[config.mk]
export PLATFORM = sky130hd
export DESIGN_NAME = dm_arbiter_flat
export DESIGN_NICKNAME = d
export VERILOG_FILES = /design/src/rtl/dm_arbiter_if.sv /design/src/rtl/dm_arbiter.sv /design/src/flat_wrapper.sv
export SDC_FILE = /design/constraint.sdc
export NUM_CORES = 1
export LEC_CHECK = 0
export ABC_CLOCK_PERIOD_IN_PS = 3300
export BUFFER_PORTS_ARGS = -buffer_cell sky130_fd_sc_hd__buf_4
export CELL_PAD_IN_SITES_DETAIL_PLACEMENT = 0
export CELL_PAD_IN_SITES_GLOBAL_PLACEMENT = 1
export CORE_MARGIN = 3
export CORE_UTILIZATION = 31
export CTS_BUF_LIST = sky130_fd_sc_hd__clkbuf_2 sky130_fd_sc_hd__clkbuf_4 sky130_fd_sc_hd__clkbuf_8
export CTS_CLUSTER_DIAMETER = 120
export DETAILED_ROUTE_END_ITERATION = 12
export GPL_ROUTABILITY_DRIVEN = 0
export PLACE_DENSITY = 0.88
export RECOVER_POWER = 100
export SYNTH_ARGS = -nofsm -noshare
export SYNTH_HDL_FRONTEND = slang
export SYNTH_SLANG_ARGS = --single-unit
export TNS_END_PERCENT = 1
[constraint.sdc]
create_clock -name clk -period 3.3 [get_ports clk]
set_clock_uncertainty 0.15 [all_clocks]
set_input_delay 0.825 -clock clk [delete_from_list [all_inputs] [get_ports clk]]
set_output_delay 0.825 -clock clk [all_outputs]
set_load 0.005 [all_outputs]
[src/rtl/dm_arbiter_if.sv]
// rtl/dm_arbiter_if.sv - two-port request bus plus memory-side signals for dm_arbiter
interface dm_arbiter_if #(
    parameter int AW = 10,
    parameter int DW = 32,
    parameter int CW = 16
);
    logic          req0,   req1;
    logic          we0,    we1;
    logic [AW-1:0] addr0,  addr1;
    logic [DW-1:0] wdata0, wdata1;
    logic          gnt0,   gnt1;
    logic          rvalid0, rvalid1;
    logic [DW-1:0] rdata0, rdata1;
    logic [AW-1:0] mem_addr;
    logic [DW-1:0] mem_din;
    logic          mem_wen, mem_ren;
    logic [DW-1:0] mem_dout;
    logic          busy;
    logic [CW-1:0] cnt0,   cnt1;

    modport slave (
        input  req0, req1, we0, we1, addr0, addr1, wdata0, wdata1, mem_dout,
        output gnt0, gnt1, rvalid0, rvalid1, rdata0, rdata1,
               mem_addr, mem_din, mem_wen, mem_ren, busy, cnt0, cnt1
    );

    modport master (
        output req0, req1, we0, we1, addr0, addr1, wdata0, wdata1, mem_dout,
        input  gnt0, gnt1, rvalid0, rvalid1, rdata0, rdata1,
               mem_addr, mem_din, mem_wen, mem_ren, busy, cnt0, cnt1
    );
endinterface

[src/rtl/dm_arbiter.sv]
// rtl/dm_arbiter.sv - round-robin two-port arbiter for a single-port synchronous data memory
module dm_arbiter #(
    parameter int AW = 10,
    parameter int DW = 32,
    parameter int CW = 16
) (
    input  logic          clk,
    input  logic          reset,
    dm_arbiter_if.slave   bus
);
    typedef enum logic [1:0] {IDLE = 2'd0, ACCESS = 2'd1, RESP = 2'd2} state_t;

    state_t        state_q, state_d;
    logic          last_grant_q, last_grant_d;
    logic          win_q, win_d;
    logic          we_q, we_d;
    logic [AW-1:0] addr_q, addr_d;
    logic [DW-1:0] wdata_q, wdata_d;
    logic [CW-1:0] cnt0_q, cnt0_d, cnt1_q, cnt1_d;
    logic          pick;

    // All outputs decode from state_q only, so the async reset clears them without a clock edge.
    always_ff @(posedge clk or posedge reset) begin
        if (reset) begin
            state_q      <= IDLE;
            last_grant_q <= 1'b1;
            win_q        <= 1'b0;
            we_q         <= 1'b0;
            addr_q       <= '0;
            wdata_q      <= '0;
            cnt0_q       <= '0;
            cnt1_q       <= '0;
        end else begin
            state_q      <= state_d;
            last_grant_q <= last_grant_d;
            win_q        <= win_d;
            we_q         <= we_d;
            addr_q       <= addr_d;
            wdata_q      <= wdata_d;
            cnt0_q       <= cnt0_d;
            cnt1_q       <= cnt1_d;
        end
    end

    assign pick = (bus.req0 & bus.req1) ? ~last_grant_q : bus.req1;

    always_comb begin
        state_d      = state_q;
        last_grant_d = last_grant_q;
        win_d        = win_q;
        we_d         = we_q;
        addr_d       = addr_q;
        wdata_d      = wdata_q;
        cnt0_d       = cnt0_q;
        cnt1_d       = cnt1_q;
        bus.gnt0     = 1'b0;
        bus.gnt1     = 1'b0;
        bus.rvalid0  = 1'b0;
        bus.rvalid1  = 1'b0;
        bus.rdata0   = '0;
        bus.rdata1   = '0;
        bus.mem_addr = '0;
        bus.mem_din  = '0;
        bus.mem_wen  = 1'b0;
        bus.mem_ren  = 1'b0;
        case (state_q)
            IDLE: begin
                if (bus.req0 | bus.req1) begin
                    state_d      = ACCESS;
                    win_d        = pick;
                    last_grant_d = pick;
                    we_d         = pick ? bus.we1    : bus.we0;
                    addr_d       = pick ? bus.addr1  : bus.addr0;
                    wdata_d      = pick ? bus.wdata1 : bus.wdata0;
                    if (!pick && cnt0_q != '1) cnt0_d = cnt0_q + CW'(1);
                    if (pick && cnt1_q != '1)  cnt1_d = cnt1_q + CW'(1);
                end
            end
            ACCESS: begin
                bus.mem_addr = addr_q;
                bus.mem_din  = we_q ? wdata_q : '0;
                bus.mem_wen  = we_q;
                bus.mem_ren  = ~we_q;
                bus.gnt0     = ~win_q;
                bus.gnt1     = win_q;
                state_d      = we_q ? IDLE : RESP;
            end
            RESP: begin
                bus.rvalid0 = ~win_q;
                bus.rvalid1 = win_q;
                bus.rdata0  = win_q ? '0 : bus.mem_dout;
                bus.rdata1  = win_q ? bus.mem_dout : '0;
                state_d     = IDLE;
            end
            default: state_d = IDLE;
        endcase
    end

    assign bus.busy = (state_q != IDLE);
    assign bus.cnt0 = cnt0_q;
    assign bus.cnt1 = cnt1_q;
endmodule
[src/flat_wrapper.sv]
// flat-port wrapper written by rule: the top's interface ports become plain ports
module dm_arbiter_flat 
#(
    parameter int AW = 10,
    parameter int DW = 32,
    parameter int CW = 16
)
  (clk, reset, bus_req0, bus_req1, bus_we0, bus_we1, bus_addr0, bus_addr1, bus_wdata0, bus_wdata1, bus_mem_dout, bus_gnt0, bus_gnt1, bus_rvalid0, bus_rvalid1, bus_rdata0, bus_rdata1, bus_mem_addr, bus_mem_din, bus_mem_wen, bus_mem_ren, bus_busy, bus_cnt0, bus_cnt1);
  dm_arbiter_if #(.AW(AW), .DW(DW), .CW(CW)) bus_i ();
  input  logic clk;
  input  logic reset;
  input wire logic [$bits(bus_i.req0)-1:0] bus_req0;
  input wire logic [$bits(bus_i.req1)-1:0] bus_req1;
  input wire logic [$bits(bus_i.we0)-1:0] bus_we0;
  input wire logic [$bits(bus_i.we1)-1:0] bus_we1;
  input wire logic [$bits(bus_i.addr0)-1:0] bus_addr0;
  input wire logic [$bits(bus_i.addr1)-1:0] bus_addr1;
  input wire logic [$bits(bus_i.wdata0)-1:0] bus_wdata0;
  input wire logic [$bits(bus_i.wdata1)-1:0] bus_wdata1;
  input wire logic [$bits(bus_i.mem_dout)-1:0] bus_mem_dout;
  output wire logic [$bits(bus_i.gnt0)-1:0] bus_gnt0;
  output wire logic [$bits(bus_i.gnt1)-1:0] bus_gnt1;
  output wire logic [$bits(bus_i.rvalid0)-1:0] bus_rvalid0;
  output wire logic [$bits(bus_i.rvalid1)-1:0] bus_rvalid1;
  output wire logic [$bits(bus_i.rdata0)-1:0] bus_rdata0;
  output wire logic [$bits(bus_i.rdata1)-1:0] bus_rdata1;
  output wire logic [$bits(bus_i.mem_addr)-1:0] bus_mem_addr;
  output wire logic [$bits(bus_i.mem_din)-1:0] bus_mem_din;
  output wire logic [$bits(bus_i.mem_wen)-1:0] bus_mem_wen;
  output wire logic [$bits(bus_i.mem_ren)-1:0] bus_mem_ren;
  output wire logic [$bits(bus_i.busy)-1:0] bus_busy;
  output wire logic [$bits(bus_i.cnt0)-1:0] bus_cnt0;
  output wire logic [$bits(bus_i.cnt1)-1:0] bus_cnt1;
  assign bus_i.req0 = bus_req0;
  assign bus_i.req1 = bus_req1;
  assign bus_i.we0 = bus_we0;
  assign bus_i.we1 = bus_we1;
  assign bus_i.addr0 = bus_addr0;
  assign bus_i.addr1 = bus_addr1;
  assign bus_i.wdata0 = bus_wdata0;
  assign bus_i.wdata1 = bus_wdata1;
  assign bus_i.mem_dout = bus_mem_dout;
  assign bus_gnt0 = bus_i.gnt0;
  assign bus_gnt1 = bus_i.gnt1;
  assign bus_rvalid0 = bus_i.rvalid0;
  assign bus_rvalid1 = bus_i.rvalid1;
  assign bus_rdata0 = bus_i.rdata0;
  assign bus_rdata1 = bus_i.rdata1;
  assign bus_mem_addr = bus_i.mem_addr;
  assign bus_mem_din = bus_i.mem_din;
  assign bus_mem_wen = bus_i.mem_wen;
  assign bus_mem_ren = bus_i.mem_ren;
  assign bus_busy = bus_i.busy;
  assign bus_cnt0 = bus_i.cnt0;
  assign bus_cnt1 = bus_i.cnt1;
  dm_arbiter #(.AW(AW), .DW(DW), .CW(CW)) u_core (.clk(clk), .reset(reset), .bus(bus_i));
endmodule
# Word-level counts from Yosys, hierarchy flattened
# Cells that the tools add are included.
dict set report op_classes {
  n_bitwise 5
  addsub 2
  n_mux 20
  eq_ne 5
  reduce_logical 8
}
# op n
set ops {}
lappend ops {{$mux W32} 7}
lappend ops {{$add A16 B1 Y16 const B} 2}
lappend ops {{$ne A16 B16 Y1 const B} 2}
lappend ops {{$mux W10} 2}
lappend ops {{$mux W1} 8}
lappend ops {{$reduce_and A3 Y1} 2}
lappend ops {{$mux W2} 2}
lappend ops {{$pmux W2 S2} 1}
lappend ops {{$not A1 Y1} 3}
lappend ops {{$eq A2 B1 Y1 const B} 1}
lappend ops {{$eq A2 B2 Y1 const B} 1}
lappend ops {{$logic_and A1 B1 Y1} 2}
lappend ops {{$logic_not A2 Y1} 1}
lappend ops {{$ne A2 B1 Y1 const B} 1}
lappend ops {{$reduce_and A2 Y1} 1}
lappend ops {{$reduce_bool A2 Y1} 1}
lappend ops {{$and A1 B1 Y1} 1}
lappend ops {{$logic_not A1 Y1} 1}
lappend ops {{$or A1 B1 Y1} 1}
dict set report totals {
  out_inout_bits 145
  regBits 79
  elab_cells 48
}

# Logic depth before layout (Yosys ltp)
# Gate-level depths: netlist of run 1.
dict set report depth {
  ltp_word 5
  depth_mapped 6
  depth_no_buf 5
}

# Worst setup path before layout of run 1
# No wires, ideal clock.
dict set report synth_timing {
  path_kind {register to output}
  start {reg u_core.state_q[0]}
  end {out bus_rdata0[22]}
  arrival_ns 1.205
  path_stages_with_launch 4
  n_path_buf 1
  setup_slack_ns 1.120
  path_cell_list {dfrtp_1 nor3b_1 clkbuf_1 and2_1}
}
dict set report synth_via {
  elab_chain_cells 2
}
# item line_no
set synth_lines {}
lappend synth_lines {{start, declared} dm_arbiter.sv:13} ;# state_t state_q, state_d;
lappend synth_lines {{start signal, assigned} dm_arbiter.sv:34} ;# state_q <= state_d;
lappend synth_lines {{$eq A2 B2 Y1} dm_arbiter.sv:66} ;# case (state_q)
lappend synth_lines {{$mux W32} dm_arbiter.sv:66}
lappend synth_lines {{end, declared} flat_wrapper.sv:25} ;# output wire logic [$bits(bus_i.rdata0)-1:0] bus_rdata0;
# Every way passes these cells.

# Worst setup path in the final report of run 1
dict set report layout_timing {
  start {reg u_core.state_q[0]}
  end {out bus_rdata1[19]}
}
dict set report layout_via {
  elab_chain_cells 2
}
# item line_no
set layout_lines {}
lappend layout_lines {{$eq A2 B2 Y1} dm_arbiter.sv:66}
lappend layout_lines {{$mux W32} dm_arbiter.sv:66}
lappend layout_lines {{end, declared} flat_wrapper.sv:26} ;# output wire logic [$bits(bus_i.rdata1)-1:0] bus_rdata1;
# Every way passes these cells.

==> results of run 1 <==
==> sequential cells by signal (all words and copies together) (netlist names) <==
signal               flops
u_core.we_q              1
u_core.bus.cnt0         16
u_core.last_grant_q      1
u_core.bus.cnt1         16
u_core.addr_q           10
u_core.state_q           2
u_core.wdata_q          32
u_core.win_q             1
==> logic make-up after synthesis <==
family                     Yosys count  share of synthesized area [%]
buffers and inverters               38                           3.46
and+or+nand+nor                    271                           34.9
adders and majority gates            2                          0.567
muxes                                5                           1.28
DFF                                 79                           44.8
AOI/OAI and AO/OA                   56                           9.27
xor gates and xnor gates            29                           5.75
==> power groups by stage <==
stage	registers (W)	logic [W]	clock network, W
2_1_floorplan	0.00153	0.00115	0
5_1_grt	0.00170	0.00215	0.000834
4_1_cts	0.00166	0.00207	0.000796
6_report	0.00165	0.00192	0.000772
3_3_place_gp	0.00167	0.00200	0
3_5_place_dp	0.00167	0.00207	0
==> Yosys cell counts (all sizes together) (6+ instances only) <==
cell	instances
nand2	97
and2	78
dfrtp	78
a22oi	40
and3	37
clkbuf	27
xor2	25
nor4	12
nand3	10
nand4	10
buf	6
nor2	6
nor3	6
==> metal layers <==
| layer | global-route usage [%] | vias to the layer above | routed length [um] |
|---|---|---|---|
| met5 | 0 | - | 0 |
| met4 | 8.04 | 0 | 476 |
| met2 | 32.2 | 206 | 7580 |
| li1 | - | 2144 | - |
| met1 | 22.1 | 2055 | 6190 |
| met3 | 4.05 | 32 | 1020 |
==> through the flow <==
| step | instance area (sq um) | total power (W) | utilization [%] | instances |
|---|---|---|---|---|
| final | 6650 | 0.00434 | 49.0 | 913 |
| after global routing | 6650 | 0.00468 | 49.0 | 913 |
| after CTS | 6830 | 0.00453 | 50.4 | 913 |
| after detailed placement | 6620 | 0.00374 | 48.8 | 897 |
| after global placement | 6620 | 0.00367 | 48.8 | 897 |
| after floorplan | 4410 | 0.00268 | - | 480 |
==> cell type report <==
type                    count  area (sq um)  share of cell area (%)
multi-input cells         363          2210                    33.2
well taps                 176           220                    3.31
clock buffers              14           180                    2.71
inverters                   5          20.0                   0.301
repair buffers            274          2000                    30.1
clock inverters             2          37.5                   0.565
flip-flops and latches     79          1980                    29.8
==> worst paths after layout <==
kind,depth (start not counted),from,to,slack (ps)
min in group asynchronous,2,reset,u_core.bus.cnt1[7],790
worst min-delay path,2,u_core.addr_q[9],u_core.addr_q[9],330
worst max-delay path,4,u_core.state_q[0],bus_rdata1[19],440
max in group asynchronous,3,reset,u_core.last_grant_q,1270
worst max register to register,5,u_core.bus.cnt0[0],u_core.bus.cnt0[1],470
worst min register to register,2,u_core.addr_q[9],u_core.addr_q[9],330
==> cell usage in the layout (no fill, tap or decap), types with 4 or more instances in the layout <==
cell,instances
sky130_fd_sc_hd__xnor2_1,4
sky130_fd_sc_hd__inv_1,4
sky130_fd_sc_hd__clkbuf_4,75
sky130_fd_sc_hd__a22oi_1,40
sky130_fd_sc_hd__a21oi_1,5
sky130_fd_sc_hd__and2_0,46
sky130_fd_sc_hd__and2_1,32
sky130_fd_sc_hd__nor4_1,11
sky130_fd_sc_hd__buf_4,173
sky130_fd_sc_hd__nor3_1,6
sky130_fd_sc_hd__nand2_1,97
sky130_fd_sc_hd__clkbuf_1,24
sky130_fd_sc_hd__nor2_1,5
sky130_fd_sc_hd__xor2_1,25
sky130_fd_sc_hd__dfrtp_1,78
sky130_fd_sc_hd__clkbuf_8,12
sky130_fd_sc_hd__and3_1,36
sky130_fd_sc_hd__nand4_1,8
sky130_fd_sc_hd__nand3_1,10
==> critical path: stages, from the launching register on <==
cell	delay, ps
sky130_fd_sc_hd__dfrtp_1	410
sky130_fd_sc_hd__and3b_1	460
sky130_fd_sc_hd__buf_4	300
sky130_fd_sc_hd__and2_0	230
sky130_fd_sc_hd__buf_4	140
==> impl_metrics.json, run 1 <==
{
  "status": "finished, violations left",
  "violations": "max-capacitance violations, max-slew violations",
  "vdd_drop_max_mv": 0.257,
  "core.rowCount": 42,
  "clkTransAtPathRegs_ps": 70,
  "antenna-diode-count": 0,
  "synth-edff-count": 0,
  "cp_data_arrival_time_ps": 1890,
  "syn_inst": 480,
  "final.period_utilization_pct": 86.8,
  "clock_sink_count": 79,
  "number_of_hold_slack_violations_in_the_final_timing_report": 0,
  "worstPathRequired_ps": 2320,
  "critical_path.startpoint_type": "flop",
  "postSynth.asyncResetShare_pct": 100,
  "yosysTopAreaCell": "sky130_fd_sc_hd__dfrtp_1",
  "rsz0062_at_grt": "false",
  "overflow_left_after_global_routing": 0,
  "fin_nets": 856,
  "cts-htree-levels": 3,
  "share_of_final_layout_standard_cells_stronger_than_drive_strength_1_pct": 37.4,
  "vias_in_the_first_global_route": 4530,
  "drt-initial-drc-count": 163,
  "timing.max_slew.rel_slack_pct": -24.4,
  "cts_buf_count": 9,
  "detail_route.vias_per_cell": 4.86,
  "n_fill_cell": 1323,
  "hold-worst-slack_ps": 333,
  "timing.final.setup_violations": 0,
  "cts_tree": "done",
  "signed_area_change_from_the_synthesized_netlist_to_the_final_layout_pct": 50.6,
  "post-route-drc-count": 0,
  "core_sq_um": 13600,
  "route.vias.total": 4437,
  "combinational_power_share_pct": 44.3,
  "postCtsSetupBuffers": 0,
  "number_of_iterations_in_the_first_detailed_routing_pass": 5,
  "total_switching_power_w": 0.00166,
  "detailedPlace.worstSlack_ps": 789,
  "clockPowerShare_pct": 17.8,
  "root_buffer": "sky130_fd_sc_hd__clkbuf_8",
  "hpwl_um": 11900,
  "grt_use_total_pct": 18.5,
  "synth_flop_cell": "sky130_fd_sc_hd__dfrtp_1",
  "synthesis.nets": 604,
  "postCtsHoldBufs": 0,
  "critPathCaptureType": "primary output",
  "worst-setup-path-type": "flop to primary output",
  "max_freq_ghz": 0.349,
  "die_area_sq_um": 15700,
  "reported_max_cap_violation_count": 2,
  "antenna_found_initial": 0,
  "post_cts_resized": 0,
  "ys_top_cells_by_area": "sky130_fd_sc_hd__dfrtp_1 44%, sky130_fd_sc_hd__and2_1 11%, sky130_fd_sc_hd__nand2_1 8.2%",
  "start_util_pct": 32.6,
  "seqPwrFrac_pct": 37.9,
  "seq_area_frac_synth_pct": 44.8,
  "power.switching_fraction_pct": 38.2,
  "syn_avg_cell_area_sq_um": 9.20,
  "die_width_um": 125,
  "worst_case_clock_buffer_depth": 2,
  "grt_max_degree": 43,
  "netlist.area_leader.share_pct": 44.2,
  "mappedNetlistArea_sq_um": 4410,
  "synth-seq-cells": 79,
  "timing.final.ws_setup_ps": 437,
  "power.internal_w": 0.00268,
  "io_buffers": 266,
  "wl_um": 15300,
  "synth_warnings": 0,
  "grt_first_pass_wirelength_um": 23700,
  "route.antenna.remaining_nets": 0,
  "holdCritPathClass": "flop to flop",
  "die_h_um": 125,
  "finalCriticalPeriod_ps": 2860,
  "post_drt_wl_per_cell_um": 16.7,
  "setup_total_negative_slack_ps": 0,
  "clk_latency_ps": 340,
  "i_o_pins": 267,
  "power-per-cell-area_nw_per_um2": 653,
  "total_leakage_power_nw": 3.52,
  "tightest_slew_ps": 1860,
  "timing.final.max_slew_violations": 63,
  "synthDistinctLibCells": 49,
  "crit_path_max_fanout": 22
}
Note: power is estimated with default switching activity, not from simulation.
==> inputs of run 2 (changes only) <==
Settings changed: ABC_CLOCK_PERIOD_IN_PS 3300 to 2500, CORE_UTILIZATION 31 to 28, PLACE_DENSITY 0.88 to 0.84.
Clock period 3.3 ns to 2.5 ns, I/O delays scaled along.
==> run 2 against run 1 <==
The flow now finishes without violations. Largest cell class unchanged. Final area rose by 2.0%. Sequential power rose by 28%. Sequential share of layout area fell by 0.57 points. Utilization fell by 4.8 points. Combinational power rose by 42%. Non-clock buffer count rose by 5. Die area rose by 10%. Final cell count rose by 4.4%. Clock-buffer cell count fell by 1. Wire length rose by 2.8%. Total power rose by 34%. Critical path type unchanged.
==> impl_metrics.json, run 2 (synthesis results as in run 1) <==
{
  "status": "finished, final reports clean",
  "worstPathRequired_ps": 1730,
  "critical_path.startpoint_type": "flop",
  "core_sq_um": 15300,
  "final-instance-count-excl-fill": 953,
  "detail_route.vias_per_cell": 4.69,
  "min_delay_worst_endpoint": "u_core.wdata_q[20]",
  "die_area_sq_um": 17300,
  "final.period_utilization_pct": 93.4,
  "post_drt_wl_per_cell_um": 16.5,
  "worst_case_clock_buffer_depth": 2,
  "clkTransAtPathRegs_ps": 90,
  "worst_path_largest_cell_delay_ps": 520,
  "sequence_of_cells_on_the_critical_path": "nor2_1, inv_1, clkbuf_4",
  "fin_nets": 861,
  "die_h_um": 132,
  "holdCritStartpoint": "bus_wdata1[20]",
  "postCtsSetupBuffers": 0,
  "cts-htree-levels": 3,
  "share_of_final_layout_standard_cells_stronger_than_drive_strength_1_pct": 37.9,
  "timing.final.max_slew_violations": 0,
  "number_of_iterations_in_the_first_detailed_routing_pass": 4,
  "postCtsHoldBufs": 0,
  "core.rowCount": 45,
  "critPathCaptureType": "primary output",
  "cts_tree": "done",
  "combinational_power_share_pct": 46.6,
  "post-route-drc-count": 0,
  "rr_worst_depth": 4,
  "power.internal_w": 0.00358,
  "antenna-diode-count": 0,
  "path_delay_family": "simple AND/OR/NAND/NOR gates",
  "number_of_hold_slack_violations_in_the_final_timing_report": 0,
  "holdCritPathClass": "input port to flop",
  "finalCriticalPeriod_ps": 2340,
  "reported_max_cap_violation_count": 0,
  "die_width_um": 132,
  "vdd_drop_max_mv": 0.345,
  "route.antenna.remaining_nets": 0,
  "hpwl_um": 11700,
  "slowest_stage": "sky130_fd_sc_hd__nor2_1",
  "i_o_pins": 267,
  "rr_startpoint": "u_core.state_q[1]",
  "timing.reg2reg.setup_slack_ps": 170,
  "grt_use_total_pct": 17.8,
  "root_buffer": "sky130_fd_sc_hd__clkbuf_8",
  "worst_r2r_endpoint": "u_core.bus.cnt0[1]",
  "total_leakage_power_nw": 3.55,
  "antenna_found_initial": 0,
  "route.vias.total": 4474,
  "cts_buf_count": 9,
  "timing.max_slew.rel_slack_pct": 25.5,
  "largest_register_ff_count": 32,
  "signed_area_change_from_the_synthesized_netlist_to_the_final_layout_pct": 53.5,
  "power.switching_fraction_pct": 38.6,
  "seqPwrFrac_pct": 36.3,
  "dp.cells": 937,
  "hold-path-cell-count": 3,
  "drt-initial-drc-count": 227,
  "rsz0062_at_grt": "false",
  "crit_path_max_fanout": 5,
  "setup_total_negative_slack_ps": 0,
  "max_freq_ghz": 0.428,
  "cp.buffers_inverters": 2,
  "overflow_left_after_global_routing": 0,
  "clk_latency_ps": 360,
  "grt_first_pass_wirelength_um": 24900,
  "total_switching_power_w": 0.00225,
  "power-per-cell-area_nw_per_um2": 860,
  "start_util_pct": 28.8,
  "timing.final.setup_violations": 0,
  "largest_register": "u_core.wdata_q",
  "mostFrequentLayoutCells": "167 x sky130_fd_sc_hd__buf_4, 97 x sky130_fd_sc_hd__nand2_1, 78 x sky130_fd_sc_hd__clkbuf_4, 78 x sky130_fd_sc_hd__dfrtp_1, 42 x sky130_fd_sc_hd__and2_1",
  "clockPowerShare_pct": 17.1,
  "grt_max_degree": 80,
  "io_buffers": 266,
  "wl_um": 15700,
  "vias_in_the_first_global_route": 4551,
  "worst-setup-path-type": "flop to primary output",
  "clock_sink_count": 79,
  "cp_data_arrival_time_ps": 1560,
  "most_common_cell_after_layout_fill_and_taps_aside": "sky130_fd_sc_hd__buf_4",
  "tightest_slew_ps": 1120
}
-- run 2: through the flow --
step	hold WS, ps	cell area (sq um)	power, W	utilization (%)	worst slack [ps]
floorplan	292	4420	0.00354	-	520
global placement	316	6740	0.00505	44.0	427
detailed placement	321	6740	0.00509	44.0	388
CTS	236	6950	0.00611	45.4	69.0
global route	279	6780	0.00631	44.2	16.3
finish	303	6780	0.00583	44.2	164
-- run 2: final cells by class --
type                    count  area (sq um)
flip-flops and latches     79          1980
clock buffers              13           160
well taps                 211           264
repair buffers            279          2040
inverters                   5          20.0
fillers                  1588          8540
clock inverters             3          42.5
multi-input cells         363          2280
-- run 2: routing by layer --
layer  share of wire [%]  vias up  global-route usage, %  wire length [um]
met4                 2.7        0                   6.83               429
met5                   0        -                      0                 0
met1                  40     2081                   20.0              6240
met2                  50      208                   31.5              7820
met3                 7.7       28                   5.55              1210
li1                    -     2157                      -                 -
-- run 2: power groups by stage --
stage	registers, W	logic [W]	clock network [W]
6_report	0.00211	0.00272	0.000999
3_5_place_dp	0.00215	0.00294	0
4_1_cts	0.00213	0.00294	0.00104
3_3_place_gp	0.00214	0.00291	0
5_1_grt	0.00218	0.00304	0.00110
2_1_floorplan	0.00202	0.00151	0
-- run 2: timing repair --
action                                  in CTS  in global routing
gates resized for setup                      0                  3
endpoints found under the setup margin       0                 37
endpoints found under the hold margin        0                  0
-- run 2: worst max-delay path by stage --
stage | startpoint | endpoint | cells after the start
after global routing | u_core.state_q[1] | u_core.bus.cnt1[15] | 5
after floorplan | u_core.state_q[0] | bus_rdata0[22] | 3
final | u_core.state_q[1] | bus_busy | 3
after CTS | u_core.state_q[0] | bus_mem_din[27] | 4
after detailed placement | bus_req1 | u_core.bus.cnt1[1] | 5
after global placement | bus_req1 | u_core.bus.cnt1[1] | 5
-- run 2: worst register-to-register path: stages (launching register included) --
cell                      delay [ps]
sky130_fd_sc_hd__dfrtp_1         440
sky130_fd_sc_hd__nor2_1          520
sky130_fd_sc_hd__nand3_2         430
sky130_fd_sc_hd__nor2_1          320
sky130_fd_sc_hd__mux2_1          350
